--- config.mk ---
export PLATFORM = sky130hd
export DESIGN_NAME = red_sched
export DESIGN_NICKNAME = d
export VERILOG_FILES = /design/src/rtl/red_sched.sv
export SDC_FILE = /design/constraint.sdc
export NUM_CORES = 1
export LEC_CHECK = 0
export ABC_AREA = 0
export BUFFER_PORTS_ARGS = -buffer_cell sky130_fd_sc_hd__buf_4
export CAP_MARGIN = 30
export CORE_UTILIZATION = 40
export CTS_BUF_LIST = sky130_fd_sc_hd__clkbuf_8
export DETAILED_ROUTE_END_ITERATION = 12
export PLACE_DENSITY = 0.84
export REMOVE_ABC_BUFFERS = 1
export SYNTH_ARGS = -nofsm -noshare
export SYNTH_HDL_FRONTEND = slang
export SYNTH_SLANG_ARGS = --single-unit
--- constraint.sdc ---
create_clock -name clk -period 4.5 [get_ports clk]
set_input_delay 0.225 -clock clk [delete_from_list [all_inputs] [get_ports clk]]
set_output_delay 0.225 -clock clk [all_outputs]
set_load 0.01 [all_outputs]
--- src/rtl/red_sched.sv ---
// red_sched: round-robin scheduler sharing one sequential GF(2^m) reduction unit among NUM_REQ clients.
// Optional RUN watchdog when RED_SCHED_TIMEOUT_EN is defined; that build also declares the TIMEOUT parameter.

module red_sched #(
  parameter int DATA_WIDTH = 10,
  parameter int NUM_REQ    = 4,
`ifdef RED_SCHED_TIMEOUT_EN
  parameter int TIMEOUT    = 64,
`endif
  localparam int IDW = $clog2(NUM_REQ),
  localparam int GW  = $clog2(DATA_WIDTH) + 1
) (
  input  logic                               clk,
  input  logic                               rst,
  input  logic [NUM_REQ-1:0]                 req_valid,
  output logic [NUM_REQ-1:0]                 req_ready,
  input  logic [NUM_REQ*GW-1:0]              req_grade,
  input  logic [NUM_REQ*(DATA_WIDTH+1)-1:0]  req_poly,
  input  logic [NUM_REQ*2*DATA_WIDTH-1:0]    req_data,
  output logic                               resp_valid,
  input  logic                               resp_ready,
  output logic [IDW-1:0]                     resp_id,
  output logic [DATA_WIDTH-1:0]              resp_data,
  output logic                               resp_err,
  output logic                               red_enable,
  output logic [GW-1:0]                      red_grade,
  output logic [DATA_WIDTH:0]                red_poly,
  output logic [2*DATA_WIDTH-1:0]            red_data,
  input  logic [DATA_WIDTH-1:0]              red_out,
  input  logic                               red_finish,
  output logic                               busy
);

  localparam logic [1:0] S_IDLE = 2'd0;
  localparam logic [1:0] S_RUN  = 2'd1;
  localparam logic [1:0] S_RESP = 2'd2;

  logic [1:0]              state;
  logic [IDW-1:0]          last_grant;
  logic [IDW-1:0]          grant;
  logic                    found;
  int                      idx;
  logic [GW-1:0]           sel_grade;
  logic [DATA_WIDTH:0]     sel_poly;
  logic [2*DATA_WIDTH-1:0] sel_data;
  logic                    bad_grade;

`ifdef RED_SCHED_TIMEOUT_EN
  localparam int CW = $clog2(TIMEOUT + 1);
  logic [CW-1:0] cnt;
`endif

  // Search starts one past the last winner so every requester is served within NUM_REQ jobs.
  always_comb begin
    grant = '0;
    found = 1'b0;
    idx   = 0;
    for (int k = 1; k <= NUM_REQ; k++) begin
      idx = int'(last_grant) + k;
      if (idx >= NUM_REQ) idx = idx - NUM_REQ;
      if (!found && req_valid[idx]) begin
        found = 1'b1;
        grant = IDW'(idx);
      end
    end
  end

  assign sel_grade = req_grade[grant*GW +: GW];
  assign sel_poly  = req_poly[grant*(DATA_WIDTH+1) +: DATA_WIDTH+1];
  assign sel_data  = req_data[grant*2*DATA_WIDTH +: 2*DATA_WIDTH];
  assign bad_grade = (sel_grade == '0) || (sel_grade > GW'(DATA_WIDTH));

  // Handshakes: a transfer happens on a rising edge where valid & ready are both high;
  // req_ready depends on req_valid but req_valid never depends on req_ready, and
  // resp_* stay frozen from resp_valid rising until the cycle resp_ready is seen.
  always_comb begin
    req_ready = '0;
    if (state == S_IDLE && found) req_ready[grant] = 1'b1;
  end

  assign busy = (state != S_IDLE);

  always_ff @(posedge clk or posedge rst) begin
    if (rst) begin
      state      <= S_IDLE;
      last_grant <= IDW'(NUM_REQ - 1);
      resp_valid <= 1'b0;
      resp_id    <= '0;
      resp_data  <= '0;
      resp_err   <= 1'b0;
      red_enable <= 1'b0;
      red_grade  <= '0;
      red_poly   <= '0;
      red_data   <= '0;
`ifdef RED_SCHED_TIMEOUT_EN
      cnt        <= '0;
`endif
    end else begin
      case (state)
        S_IDLE: begin
          if (found) begin
            last_grant <= grant;
            resp_id    <= grant;
            red_grade  <= sel_grade;
            red_poly   <= sel_poly;
            red_data   <= sel_data;
`ifdef RED_SCHED_TIMEOUT_EN
            cnt        <= '0;
`endif
            if (bad_grade) begin
              // Degrees red cannot handle are answered without ever pulsing red_enable.
              resp_data  <= '0;
              resp_err   <= 1'b1;
              resp_valid <= 1'b1;
              state      <= S_RESP;
            end else begin
              red_enable <= 1'b1;
              state      <= S_RUN;
            end
          end
        end
        S_RUN: begin
          if (red_finish) begin
            resp_data  <= red_out;
            resp_err   <= 1'b0;
            resp_valid <= 1'b1;
            red_enable <= 1'b0;
            state      <= S_RESP;
          end
`ifdef RED_SCHED_TIMEOUT_EN
          else if (cnt == CW'(TIMEOUT - 1)) begin
            resp_data  <= '0;
            resp_err   <= 1'b1;
            resp_valid <= 1'b1;
            red_enable <= 1'b0;
            state      <= S_RESP;
          end else begin
            cnt <= cnt + 1'b1;
          end
`endif
        end
        S_RESP: begin
          if (resp_ready) begin
            resp_valid <= 1'b0;
            state      <= S_IDLE;
          end
        end
        default: state <= S_IDLE;
      endcase
    end
  end

endmodule
-- Word level (Yosys, flattened, before mapping)
Cells that the tools add are included.
- register bits after elaboration: 55
- bits of input ports: 162
- output and inout port bits: 56
- logic and storage cells: 107
- add/sub/neg operators: 8
- $mul: 3
- $lt $le $gt $ge: 11
- equal/unequal tests: 7
- shifts and indexed selects: 3
- muxes and demuxes: 46
- reduce and logical (&&, ||, !) cells: 19
- operator list (cell ; count):
    32-bit by 4-bit < comparator with 1-bit output (second input constant) ; 4
    32-bit two-way mux ; 4
    80-bit by 8-bit variable part select with 20-bit output ; 1
    44-bit by 7-bit variable part select with 11-bit output ; 1
    10-bit two-way mux ; 3
    1-bit two-way mux ; 20
    10-bit one-hot mux with 2 select lines ; 1
    20-bit by 6-bit variable part select with 5-bit output ; 1
    2-bit two-way mux ; 8
    3-bit by 3-bit subtractor with 4-bit output (second input constant) ; 3
    2-bit by 3-bit multiplier with 5-bit output (second input constant) ; 2
    2-bit inequality test (second input constant) ; 5
    3-bit greater-or-equal comparator (second input constant) ; 3
    1-bit binary-select mux with 2-bit select ; 4
    4-bit AND reduction ; 2
    2-bit by 2-bit adder with 3-bit output (second input constant) ; 2
    2-bit by 4-bit multiplier with 6-bit output (second input constant) ; 1
    2-bit one-hot mux with 3 select lines ; 1
    5-bit by 4-bit greater-than comparator with 1-bit output (second input constant) ; 1
    1-bit logical AND ; 5
    5-bit zero test ; 1
    5-bit AND reduction ; 1
    4-bit by 3-bit subtractor with 5-bit output (second input constant) ; 1
    2-bit by 3-bit adder with 4-bit output (second input constant) ; 1
    17 further kinds ; 21

-- Longest topological paths before layout
Gate-level depths: netlist of run 1.
- depth after elaboration: 23
- depth in mapped cells: 9

-- Worst setup path before layout of run 1
OpenSTA, ideal clock, no wires.
- path kind: reg2reg
- from: reg last_grant[0]
- to: reg resp_data[0]
- setup time: 118 ps
- arrival time: 2215 ps
- setup slack: 2167 ps
- stages on the path, launching flop included: 10
- buffers on the path: 2
- cells stage by stage: dfstp_2 -> and3b_1 -> o31a_1 -> buf_6 -> mux2i_1 -> mux2i_2 -> and3_4 -> a211oi_4 -> buf_6 -> a21o_1
- longest elaborated chain between the ends: 22
- ends and longest elaborated chain (what ; line ; source):
    start: declaration ; 39 ; logic [IDW-1:0] last_grant;
    start signal: assignment ; 86 ; last_grant <= IDW'(NUM_REQ - 1);
    start signal: assignment ; 102 ; last_grant <= grant;
    2-bit by 1-bit adder with 3-bit output ; 59 ; idx = int'(last_grant) + k;
    3-bit by 3-bit subtractor with 4-bit output or 3-bit greater-or-equal comparator (tied branches) ; 60 ; if (idx >= NUM_REQ) idx = idx - NUM_REQ;
    32-bit two-way mux ; 60 ;
    1-bit binary-select mux with 2-bit select ; 61 ; if (!found && req_valid[idx]) begin
    1-bit two-way mux (not written as such) (2 in a row) ; 61 ;
    1-bit two-way mux ; 61 ;
    1-bit zero test ; 61 ;
    1-bit logical AND ; 61 ;
    [5 not listed] ; n/a ;
    1-bit logical AND ; 61 ;
    2-bit two-way mux ; 61 ;
    2-bit by 3-bit multiplier with 5-bit output ; 68 ; assign sel_grade = req_grade[grant*GW +: GW];
    20-bit by 6-bit variable part select with 5-bit output ; 68 ;
    5-bit by 4-bit greater-than comparator with 1-bit output or 5-bit zero test (tied branches) ; 71 ; assign bad_grade = (sel_grade == '0) || (sel_grade > GW'(DATA_WIDTH));
    1-bit logical OR ; 71 ;
    2-bit inequality test (no line) ; n/a ;
    4-bit AND reduction (no line) * ; n/a ;
    end signal: assignment ; 124 ; resp_data <= red_out;
    end: declaration ; 23 ; output logic [DATA_WIDTH-1:0] resp_data,
Every way passes the cells marked *; elsewhere a longest branch is shown, timed or not. The select of a mux whose other input is x is not followed.
A chain may end at the register's enable or synchronous reset.

-- Worst setup path after layout of run 1
- from: reg last_grant[1]
- to: out req_ready[3]
- longest elaborated chain between the ends: 21
- ends and longest elaborated chain (what ; line ; source):
    2-bit by 1-bit adder with 3-bit output ; 59 ;
    3-bit by 3-bit subtractor with 4-bit output or 3-bit greater-or-equal comparator (tied branches) ; 60 ;
    32-bit two-way mux ; 60 ;
    1-bit binary-select mux with 2-bit select ; 61 ;
    1-bit two-way mux (not written as such) (2 in a row) ; 61 ;
    1-bit two-way mux ; 61 ;
    1-bit zero test ; 61 ;
    1-bit logical AND ; 61 ;
    [4 not listed] ; n/a ;
    1-bit zero test ; 61 ;
    1-bit logical AND ; 61 ;
    2-bit two-way mux ; 61 ;
    2-bit by 3-bit < comparator with 1-bit output (not written as such) or 2-bit by 1-bit greater-or-equal comparator with 1-bit output (tied branches) ; 78 ; if (state == S_IDLE && found) req_ready[grant] = 1'b1;
    1-bit logical AND (not written as such) ; 78 ;
    1-bit two-way mux (not written as such) ; 78 ;
    1-bit demux with 2-bit select ; 78 ;
    4-bit two-way mux * ; 78 ;
    end: declaration ; 16 ; output logic [NUM_REQ-1:0] req_ready,
Marked as above.

==> results of run 1 <==
-- Yosys cell counts --
library cell / count / area (µm²)
a21oi_1: 5 / 25.0
mux2i_2: 1 / 13.8
a2bb2oi_1: 1 / 8.76
buf_1: 7 / 26.3
o211ai_1: 31 / 233
clkbuf_1: 26 / 97.6
nor2b_1: 1 / 6.26
dfrtp_1: 53 / 1330
nor2_1: 18 / 67.6
a22o_1: 1 / 8.76
nand2b_1: 1 / 6.26
mux2i_1: 12 / 120
a21o_1: 13 / 97.6
o31ai_1: 1 / 7.51
a21bo_2: 1 / 10.0
a211oi_1: 3 / 22.5
dfstp_2: 2 / 52.6
buf_6: 3 / 33.8
o21a_1: 1 / 7.51
a31oi_1: 1 / 6.26
nor3_1: 2 / 10.0
and3_4: 1 / 11.3
inv_1: 4 / 15.0
nor2_2: 1 / 6.26
nand2_1: 258 / 968
o31a_1: 1 / 8.76
a211oi_4: 1 / 20.0
nor3b_1: 1 / 7.51
o22ai_1: 1 / 6.26
and2_1: 1 / 6.26
or2_2: 5 / 31.3
nor4_4: 1 / 21.3
o21ai_0: 15 / 75.1
nor4_1: 2 / 12.5
nand3_1: 31 / 155
and3b_1: 1 / 8.76
-- metrics by stage --
step / power [mW] / hold WS (ps) / util, %
6_report: 3.12 / 107 / 63.3
5_1_grt: 3.39 / 161 / 63.3
4_1_cts: 3.13 / 126 / 63.0
3_5_place_dp: 2.87 / 461 / 62.1
3_3_place_gp: 2.80 / 451 / 62.1
2_1_floorplan: 2.07 / 419 / -
-- worst register-to-register path: stages (launching register included) --
cell and delay, ps:
dfstp_2 610, a21oi_1 140, o31a_2 580, buf_4 380
a211oi_1 320, a31oi_1 120, a211oi_4 620, a22o_1 230
-- cell type report --
type / count / area, µm²
Fill cell: 737 / 3080
Multi-Input combinational cell: 413 / 2020
Inverter: 4 / 15.0
Timing Repair Buffer: 222 / 1680
Sequential cell: 55 / 1380
Clock buffer: 5 / 68.8
Clock inverter: 3 / 12.5
Tap cell: 105 / 131
-- routing by layer --
layer | vias up | global-route usage (%) | part of all wire [%]
li1 | 2046 | - | -
met1 | 1866 | 27.7 | 39
met2 | 199 | 42.2 | 51
met3 | 17 | 4.50 | 8.6
met4 | 0 | 5.85 | 1.7
met5 | - | 0 | 0
-- sequential cells by signal, summed over array words and instances (netlist names) --
name / cells
state: 2
resp_err: 1
red_enable: 1
red_grade: 5
last_grant: 2
resp_id: 2
red_data: 20
resp_data: 10
resp_valid: 1
red_poly: 11
-- report_power, final --
group          leakage (nW)  switching (mW)  internal (mW)
Clock                0.0505           0.149          0.105
Combinational          2.23            1.11          0.842
Sequential            0.674           0.166          0.754
-- logic make-up (layout without fill, tap and decap cells) --
logic type	count (synthesis)	after routing
flops	55	55
simple gates	324	324
mux	13	13
buf+inv	40	234
compound gates	76	76
-- worst max-delay path by stage --
stage | endpoint | slack [ps] | depth (start not counted)
after floorplan | red_enable$_DFFE_PP0P_ | -980 | 7
after global placement | state[1]$_DFFE_PP0P_ | 1610 | 7
after detailed placement | red_enable$_DFFE_PP0P_ | 1490 | 7
after CTS | req_ready[3] | 1340 | 6
after global routing | req_ready[3] | 1210 | 6
final | req_ready[3] | 1350 | 6
==> flow_summary.ini, run 1 <==
[status]
outcome = complete, no violations

[worst_setup_path]
crit_required_ps = 4280
start_kind = flop
data_arrival_at_the_endpoint_of_the_critical_path_ps = 2920
worst-path-buf-inv = 2
criticalPathCategory = reg2out
cp_slowest_stage_delay_ps = 900
critical_path_cell_with_the_highest_stage_delay = o31ai_4
regToRegEndpoint = red_enable$_DFFE_PP0P_
worstSetupStartpoint = last_grant[1]$_DFFE_PP1P_
reg2reg_slack_ps = 1450
crit-reg2reg-launch = last_grant[1]$_DFFE_PP1P_
reg2reg_depth = 7
path_cells = a21oi_1 -> o31ai_4 -> buf_4 -> nor2_1 -> o21a_1 -> buf_4
maximum_fanout_along_the_worst_path = 42
critPathTopFamily = compound AO/OA/AOI/OAI gates
most_used_cell_along_the_critical_path = buf_4
timing.critical_path.to_type = primary output

[final_layout]
area.growth.synth_to_final_pct = 49.8
layout_commonest_cell = nand2_1
design.final.nets = 863
final_cell_mix = nand2_1, buf_4, dfrtp_1, nand3_1, o211ai_1
final_layout_size_suffix_gt1_share_pct = 34.9
insertedDiodeCount = 0
stdcell_area_um2 = 5300
stdcell_count = 807

[yosys]
yosys.area_share.xor_xnor_pct = 0
post_synth_mux_area_share_pct = 3.78
synth_fa_ha_area_share_pct = 0
synth_top_family_by_area = simple AND/OR/NAND/NOR gates
synth_area_um2 = 3540
avgSynthCellArea_um2 = 6.97
synth.distinct_cells = 36
synth-warning-count = 0
post_synth_and_or_nand_nor_area_fraction_pct = 37.2
synthCells = 508
synth_compound_area_share_pct = 15.2
synth_sequential_area_ratio_pct = 38.9
ys_ff_latch = 55

[clock_tree]
clkTransAtPathRegs_ps = 90
ctsRootBufferMaster = clkbuf_8
cts_resized = 0
clock_sink_count = 55
clkLatencyLatePin_ps = 300
clk_path_buf_depth = 2
setup_buffers_after_cts = 0
cts_hold_buffers = 0
tritoncts = done
numCtsBuffers = 5
cts-htree-levels = 2

[place]
buffer_ports.inserted = 217
hpwl_um = 8410
placed_cell_area_um2 = 5200
gpl.final_weighted_congestion = 0.883
dp.cells = 798
detailedPlace.worstSlack_ps = 1490

[timing]
post_route_clock_period_utilization_pct = 69.9
sum_of_negative_setup_slack_ps = 0
worst_pin_slew_ps = 1020
fin_worst_skew_ps = 6.13
slew_headroom_pct = 31.8
maxSlewViolCount = 0
finalSetupViolCount = 0
post-route-worst-setup-slack_ps = 1350
setup_repair_after_global_routing_missed_its_margin = no
timing_hold_violations_final = 0
fin_crit_ps = 3150
maxClockFrequency_mhz = 318

[die]
die_height_um = 96.1
placement_rows = 33
die-area_um2 = 9230
design.portCount = 218
initial_utilization_pct = 42.2
core_um2 = 8380
die_width_um = 96.1

[global_routing]
grt_util_all_layers_pct = 23.1
pin_count_of_the_biggest_net_entering_global_routing = 56
grt_first_pass_wirelength_um = 16700
via_count_of_the_first_global_routing_pass = 3698
grt_remaining_overflow = 0
antenna_found_initial = 0

[power_and_ir_drop]
leakage_nw = 2.96
ir_worst_vdd_mv = 0.248
pwr_density_cell_nw_per_um2 = 589

[route]
postRouteAntennaNets = 0
drt_first_iter_violations = 146
dr.pass1.iters = 5
route.detailed.wl_per_inst_um = 13.6
routed_wl_um = 11000
via_per_inst = 5.12
number_of_remaining_drc_errors = 0
route.vias.total = 4128

[flow_run]
cap_violations = 0

[worst_hold_path]
worst_hold_path_type = in2async
Power figures use the tool's default switching activity.
==> run 2: changes to the inputs <==
PLACE_DENSITY = 0.87   (was 0.84)
clock period = 2.85 ns   (was 4.5 ns; I/O delays follow)
==> run 2 against run 1 <==
Effect of this change:
- non-clock buffer count up 9
- register-to-register slack worse by 1200 ps
- critical path type unchanged
- clock skew down 3.2 ps
- largest cell class unchanged
- final area up 1.5%
- first-iteration DRC count down 11%
- sequential power up 57%
- highest routed layer unchanged
- clock power up 62%
==> flow_summary.ini, run 2 (synthesis results as in run 1) <==
[worst_hold_path]
worst_hold_path_type = in2reg
cell_count_of_the_worst_hold_path = 4
hold_start = red_out[6]

[worst_setup_path]
crit-reg2reg-launch = last_grant[0]$_DFFE_PP1P_
start_kind = flop
worstSetupStartpoint = last_grant[0]$_DFFE_PP1P_
timing.critical_path.to_type = primary output
maximum_fanout_along_the_worst_path = 46
data_arrival_at_the_endpoint_of_the_critical_path_ps = 2480
criticalPathCategory = reg2out
path_cells = and3b_1 -> o31a_2 -> buf_4 -> nor4_1 -> buf_4
cp_slowest_stage_delay_ps = 560
reg2reg_depth = 8
most_used_cell_along_the_critical_path = buf_4
critical_path_cell_with_the_highest_stage_delay = dfstp_2
crit_required_ps = 2710

[power_and_ir_drop]
leakage_nw = 3.01
ir_worst_vdd_mv = 0.366
pwr_density_cell_nw_per_um2 = 935

[global_routing]
global_route.usage.met2_pct = 45.4
grt_remaining_overflow = 0
pin_count_of_the_biggest_net_entering_global_routing = 47
grt_busiest_layer = met2
grt_util_all_layers_pct = 25.1
via_count_of_the_first_global_routing_pass = 3878
grtUsageMet1_pct = 29.4
grt_first_pass_wirelength_um = 18000
grtUsageMet3_pct = 4.74
antenna_found_initial = 0

[flow_run]
cap_violations = 0

[die]
die_height_um = 96.1
placement_rows = 33
die_width_um = 96.1
core_um2 = 8380
die-area_um2 = 9230
initial_utilization_pct = 42.2
design.portCount = 218

[final_layout]
design.final.nets = 872
final_cell_mix = nand2_1, buf_4, dfrtp_1, nand3_1, o211ai_1
reg.largest.list = red_data (20), red_poly (11), resp_data (10)
n_fill_cell = 717
max_ffs_per_register = 20
layout_commonest_cell = nand2_1
final_layout_size_suffix_gt1_share_pct = 35.4
area.growth.synth_to_final_pct = 52.0
utilization_pct = 64.2
insertedDiodeCount = 0
register_with_the_most_flip_flops = red_data

[route]
dr.pass1.iters = 5
route.detailed.wl_per_inst_um = 14.2
routed_wl_um = 11600
via_per_inst = 5.15
route.vias.total = 4205
postRouteAntennaNets = 0
number_of_remaining_drc_errors = 0
drt_first_iter_violations = 130

[clock_tree]
clk_path_buf_depth = 2
clock_sink_count = 55
clkTransAtPathRegs_ps = 90
ctsRootBufferMaster = clkbuf_8
cts-htree-levels = 2
numCtsBuffers = 5
tritoncts = done
clkLatencyLatePin_ps = 300

[timing]
finalSetupViolCount = 0
timing_hold_violations_final = 0
sum_of_negative_setup_slack_ps = 0
fin_worst_skew_ps = 2.93
maxSlewViolCount = 0
slew_headroom_pct = 43.7
post_route_clock_period_utilization_pct = 92.0
worst_pin_slew_ps = 841
fin_crit_ps = 2620
maxClockFrequency_mhz = 381
post-route-worst-setup-slack_ps = 229
setup_repair_after_global_routing_missed_its_margin = no

[place]
buffer_ports.inserted = 217
detailedPlace.worstSlack_ps = 109
gpl.final_weighted_congestion = 0.899
hpwl_um = 9040

[status]
outcome = complete, no violations
[run 2: changes by cell type in the layout (fill, tap and decap cells not counted), sizes merged]
| cell | previous run | this run |
|---|---|---|
| buf | 222 | 230 |
| clkinv | 1 | 0 |
| dlygate4sd3 | 0 | 1 |
| inv | 6 | 7 |
[run 2: worst max-delay path: cells and delay by family, from the launching register on]
kind            cells  cell delay (ps)
simple gates        2              610
compound gates      1              480
buf+inv             2              510
flops               1              560
[run 2: cell type report]
class,count,area [µm²],share of cell area [%]
clock buffer,5,68.8,1.28
timing repair buffer,231,1760,32.7
inverter,4,15.0,0.279
multi-input combinational,413,2020,37.5
tap,105,131,2.44
clock inverter,3,11.3,0.209
sequential,55,1380,25.6
[run 2: per-layer routing]
layer / vias up / part of all wire (%)
li1: 2069 / -
met4: 0 / 2.7
met5: - / 0
met3: 30 / 7.2
met1: 1908 / 38
met2: 198 / 52
[run 2: repair_timing]
action / in CTS / in global routing
hold endpoints to repair: 11 / 0
buffers inserted: 0 / 1
hold buffers: 1 / 0
setup endpoints to repair: 0 / 15
gates resized for setup: 0 / 0
[run 2: where the power goes]
part	switching, mW	total [mW]	internal (mW)
Clock	0.246	0.411	0.165
Combinational	1.78	3.18	1.40
Sequential	0.252	1.44	1.19
Total	2.28	5.03	2.75
[run 2: path summary, 6_finish.rpt]
| kind | end | slack, ps |
|---|---|---|
| worst min register to register | red_poly[7]$_DFFE_PP0P_ | 480 |
| worst max register to register | red_enable$_DFFE_PP0P_ | 230 |
| max in group asynchronous | last_grant[0]$_DFFE_PP1P_ | 1910 |
| worst max-delay path | req_ready[0] | 230 |
| min in group asynchronous | red_data[8]$_DFFE_PP0P_ | 360 |
| worst min-delay path | resp_data[6]$_DFFE_PP0P_ | 140 |
[run 2: through the flow]
step                      power [mW]  instances  area [µm²]  hold WS (ps)
final                           5.03        816        5380           136
after detailed placement        4.60        806        5270           107
after global routing            5.48        816        5380           131
after global placement          4.46        805        5250           432
after floorplan                 3.27        472        3380           336
after CTS                       5.02        815        5360           119
